$ cat config.mk
export PLATFORM = sky130hd
export DESIGN_NAME = if_fetch_ctrl
export DESIGN_NICKNAME = d
export VERILOG_FILES = /design/src/rtl/if_fetch_ctrl.sv
export SDC_FILE = /design/constraint.sdc
export NUM_CORES = 1
export LEC_CHECK = 0
export ABC_AREA = 1
export BUFFER_PORTS_ARGS = -buffer_cell sky130_fd_sc_hd__buf_2
export CORE_MARGIN = 4
export CORE_UTILIZATION = 50
export CTS_BUF_LIST = sky130_fd_sc_hd__clkbuf_8 sky130_fd_sc_hd__clkbuf_16
export DETAILED_ROUTE_END_ITERATION = 12
export PLACE_DENSITY = 0.85
export REMOVE_ABC_BUFFERS = 1
export SETUP_SLACK_MARGIN = 0.02
export SLEW_MARGIN = 0
export SYNTH_ARGS = -nofsm -noshare
export SYNTH_HDL_FRONTEND = slang
export SYNTH_SLANG_ARGS = --single-unit
$ cat constraint.sdc
create_clock -name clk -period 3.3 [get_ports clk]
set_input_delay 0.66 -clock clk [delete_from_list [all_inputs] [get_ports clk]]
set_output_delay 0.66 -clock clk [all_outputs]
set_load 0.02 [all_outputs]
$ cat src/rtl/if_fetch_ctrl.sv
// Instruction-fetch controller: issues one icache request at a time, holds the fetched
// instruction (or a misaligned-PC exception marker) in a register until ID consumes it.
module if_fetch_ctrl (
  input  logic        clk,
  input  logic        resetn,
  input  logic [31:0] PREIF_PC,
  input  logic        PREIF_Valid,
  output logic        PREIF_Ready,
  input  logic        IF_Flush,
  input  logic        ID_Ready,
  output logic        ibus_req,
  output logic [31:0] ibus_addr,
  input  logic        ibus_addr_ok,
  input  logic        ibus_data_ok,
  input  logic [31:0] ibus_rdata,
  output logic        IF_Valid,
  output logic [31:0] IF_PC,
  output logic [31:0] IF_Instr,
  output logic        IF_AdEL
);

  typedef enum logic [1:0] {StIdle, StWait, StHold, StDiscard} state_e;

  state_e      state_q, state_d;
  logic [31:0] pc_q, pc_d;
  logic        valid_q, valid_d;
  logic [31:0] out_pc_q, out_pc_d;
  logic [31:0] instr_q, instr_d;
  logic        adel_q, adel_d;
  logic        req, ready;
  logic        aligned, issue_ok;

  assign aligned  = (PREIF_PC[1:0] == 2'b00);
  assign issue_ok = PREIF_Valid & ~IF_Flush;

  always_comb begin
    state_d  = state_q;
    pc_d     = pc_q;
    valid_d  = valid_q;
    out_pc_d = out_pc_q;
    instr_d  = instr_q;
    adel_d   = adel_q;
    req      = 1'b0;
    ready    = 1'b0;
    case (state_q)
      StIdle: begin
        req = issue_ok & aligned;
        if (req && ibus_addr_ok) begin
          ready   = 1'b1;
          pc_d    = PREIF_PC;
          state_d = StWait;
        end else if (issue_ok && !aligned) begin
          // Misaligned PC never reaches the bus; it is reported to ID as an AdEL fetch.
          ready    = 1'b1;
          valid_d  = 1'b1;
          out_pc_d = PREIF_PC;
          instr_d  = 32'h0;
          adel_d   = 1'b1;
          state_d  = StHold;
        end
      end
      StWait: begin
        if (IF_Flush) begin
          state_d = ibus_data_ok ? StIdle : StDiscard;
        end else if (ibus_data_ok) begin
          valid_d  = 1'b1;
          out_pc_d = pc_q;
          instr_d  = ibus_rdata;
          adel_d   = 1'b0;
          state_d  = StHold;
        end
      end
      StDiscard: begin
        if (ibus_data_ok) state_d = StIdle;
      end
      StHold: begin
        req = ID_Ready & issue_ok & aligned;
        if (IF_Flush) begin
          valid_d = 1'b0;
          state_d = StIdle;
        end else if (ID_Ready) begin
          if (req && ibus_addr_ok) begin
            ready   = 1'b1;
            pc_d    = PREIF_PC;
            valid_d = 1'b0;
            state_d = StWait;
          end else if (issue_ok && !aligned) begin
            ready    = 1'b1;
            out_pc_d = PREIF_PC;
            instr_d  = 32'h0;
            adel_d   = 1'b1;
          end else begin
            valid_d = 1'b0;
            state_d = StIdle;
          end
        end
      end
      default: state_d = StIdle;
    endcase
  end

  always_ff @(posedge clk or negedge resetn) begin
    if (!resetn) begin
      state_q  <= StIdle;
      pc_q     <= 32'h0;
      valid_q  <= 1'b0;
      out_pc_q <= 32'h0;
      instr_q  <= 32'h0;
      adel_q   <= 1'b0;
    end else begin
      state_q  <= state_d;
      pc_q     <= pc_d;
      valid_q  <= valid_d;
      out_pc_q <= out_pc_d;
      instr_q  <= instr_d;
      adel_q   <= adel_d;
    end
  end

  // Handshake outputs are forced low while reset is held, independent of pre-IF inputs.
  assign ibus_req    = req & resetn;
  assign PREIF_Ready = ready & resetn;
  assign ibus_addr   = PREIF_PC;
  assign IF_Valid    = valid_q;
  assign IF_PC       = out_pc_q;
  assign IF_Instr    = instr_q;
  assign IF_AdEL     = adel_q;

endmodule

==> metrics.md <==
| Metric | Value |
|---|---|
| Reg area | between 2000 and 3000 um^2 |
| PwrDens | roughly 690 nW/um^2 |
| Crit path from | state_q[1] |
| Final period utilization | a little under 70% |
| Total wire length | about 11,000 um |
| # nets final | ~850 |
| Final worst setup slack | 1.02 ns |
| Number of global-route vias before repair | 3,985 |
| Max Clk Rate | 0.439 GHz |
| GRT Total Usage | between 10% and 20% |
| Peak VDD IR | 0.000471 V |
| DR vias | 4,241 |
| Hold crit path type | input pin to asynchronous set/reset pin |
| Final Slew Violations | 0 |
| Via-to-Cell Ratio | approximately 4.6 |
| Worst-margin pin slew | 0.993 ns |
| Slowest-stage cell, CP | dfrtp_1 |
| Cell Chain, Critical Path | nand2_1 -> nand2_1 -> inv_1 -> nand2_1 -> nor3b_1 -> buf_2 |
| Setup crit end kind | primary output |
| Placer Congestion | between 0.9 and 1 |
| Terminus of the critical flop-to-flop path | IF_PC[7] |
| Synth top area share | between 50% and 60% |
| Initial antenna violation count | 0 |
| Setup TNS | 0 ns |
| RSZ-0062 raised after global routing | false |
| Most frequent cells after synthesis | nand2_1 (282), dfrtp_1 (100), inv_1 (74) |
| Share of layout cells above drive strength 1 | 25.7% |
| Rows | 35 |
| # DRC | 0 |
| CP endpoint | PREIF_Ready |
| DRT antenna net count | 0 |
| Most common cell in the netlist | nand2_1 |
| Instance count on the critical path | 6 |
| Die ar. | between 10,000 and 15,000 um^2 |
| Area taken by multi-input logic gates | about 1700 um^2 |
| Largest net degree at the start of global routing | 65 |
| Clk root buf | clkbuf_8 |
| Synth-to-Final Area Change | 17.5% |
| Post-DP HPWL | just under 8000 um |
| FF-to-FF setup slack | ~1.1 ns |
| Worst Path Required | between 2 and 3 ns |
| Reg2reg start | state_q[1] |
| EDFF count, synth | 0 |
| Avg WL per Cell | between 10 and 15 um |
| Register area share after synthesis | around 51% |
| Total clock sinks | 100 |
| Drt pass-1 iters | 5 |
| Worst-path clk slew | approximately 0.11 ns |
| Slew HR | ~34% |
| CP max stage delay | about 0.52 ns |
| Crit path kind | flip-flop to primary output |
| Max-cap violations | 0 |
| FF-to-FF path depth | 7 |
| Post-CTS setup buffer count | 0 |
| Drt first-iter violations | ~240 |
| Fin crit period | about 2.3 ns |
| Crit-path leading delay family | flip-flops |
| Startpoint type of the worst setup path | flip-flop |
| Placeable Area | between 9000 and 10,000 um^2 |
| Avg Cell Area, Syn | 7.53 um^2 |
| Top FF cell, synth | dfrtp_1 |
| Final setup vio count | 0 |
| Total CTS buffers | 9 |
| Pre-CTS setup slack | about 0.78 ns |
| CTS Buffer Depth | 2 |
| Die Wd | between 100 and 150 um |
| Leakage | 3.55 nW |
| Crit-path max FO | 8 |
| CTS tree | done |
| GRT overflow | 0 |
| Filler cell count | between 800 and 900 |
| Num ports | 171 |
| Worst path most repeated cell | nand2_1 |
| Htree depth | 3 |
| Post-synth cell types | 23 |
| Cells after synthesis | roughly 660 |
| IO buf count | 170 |
| Later-pin clock latency in the skew report | around 0.37 ns |
| Initial Utilization | between 50% and 60% |
| First-pass GRT wire length | 17,900 um |
| Post-CTS Hold Buffers | 0 |
| Synthesized area | 4930 um^2 |
| Synthesis Warnings | 0 |
| # resized after CTS | 0 |
| Worst Path Arrival | between 1.5 and 2 ns |
| Final hold vios | 0 |
| #FFs+latches synth | 100 |
| Area contributors post-synth | dfrtp_1 (51%), nand2_1 (21%), inv_1 (5.6%), o21ai_0 (5.6%), buf_4 (4.9%) |
| Synth area leader | dfrtp_1 |
| Die Y | 107 um |
| Worst path bufs/invs | 2 |
| Final Skew | 0.0187 ns |
| FFs w/ async S/R, synth | between 90% and 100% |
| Status | complete, no violations |
| Antenna cells | 0 |
==> worst reg2reg max path: stages (launching register included) <==
cell	delay (ns)
dfrtp_1	0.57
nor2_8	0.12
nand2_1	0.10
nand2_1	0.06
nor2_2	0.15
nand4_4	0.76
nand2_1	0.28
nand2_1	0.08
==> placed cells by master, fill, tap and decap left out, types with 2 or more instances in the layout <==
| master | count |
|---|---|
| a21oi_1 | 3 |
| inv_8 | 3 |
| buf_2 | 169 |
| nor2_8 | 2 |
| nor2_2 | 2 |
| inv_1 | 74 |
| dfrtp_1 | 100 |
| nor2_1 | 46 |
| nand2_1 | 281 |
| nand3_1 | 8 |
| o21ai_0 | 55 |
| clkbuf_8 | 9 |
| inv_6 | 2 |
| o21ai_1 | 10 |
| buf_4 | 7 |
| inv_2 | 3 |
| nand4_1 | 3 |
==> kinds of logic (layout without fill, tap and decap cells) <==
logic type | after synthesis | after routing | synth area share (%)
AO/OA/AOI/OAI | 68 | 68 | 6.90
AND/OR/NAND/NOR | 348 | 348 | 28.0
flip-flops | 100 | 100 | 50.7
buffers and inverters | 139 | 269 | 14.4
==> routing by layer <==
metal  global-route usage (%)  wire length [um]
met5                        0                 0
met4                     4.78                79
met3                     3.42               862
met2                     33.5              5200
met1                     24.2              4800
==> through the flow <==
step,total power [W],utilization [%],instances,cell area (um^2),hold slack [ns]
after floorplan,0.00265,-,593,4520,0.364
after global routing,0.00431,61.6,914,5800,0.268
after detailed placement,0.00322,59.3,898,5590,0.453
final,0.00402,61.6,914,5800,0.248
after CTS,0.00407,61.6,914,5800,0.242
after global placement,0.00317,59.3,898,5590,0.448
==> state kept, by name, summed over array words and instances, names as in the netlist <==
name / flops
IF_Instr: 32
IF_PC: 32
pc_q: 32
state_q: 2
IF_AdEL: 1
IF_Valid: 1
==> final cells by class <==
type / count / share of cell area (%)
Clock inverter: 7 / 1.55
Timing Repair Buffer: 176 / 15.5
Tap cell: 129 / 2.78
Inverter: 77 / 4.98
Multi-Input combinational cell: 416 / 29.9
Clock buffer: 9 / 2.14
Sequential cell: 100 / 43.1
==> power by group <==
part | total, W | switching, W | internal (W)
Sequential | 0.00182 | 0.000219 | 0.00160
Clock | 0.000836 | 0.000463 | 0.000374
Combinational | 0.00136 | 0.000917 | 0.000448
==> how the worst min path moves through the flow <==
stage / to / slack, ns / depth (start not counted)
after detailed placement: IF_PC[31] / 0.45 / 2
after floorplan: IF_AdEL / 0.36 / 0
final: IF_Instr[1] / 0.25 / 1
after global placement: IF_PC[31] / 0.45 / 2
after CTS: IF_Instr[20] / 0.24 / 1
after global routing: IF_Instr[14] / 0.27 / 1
(Power assumes the default switching activity.)
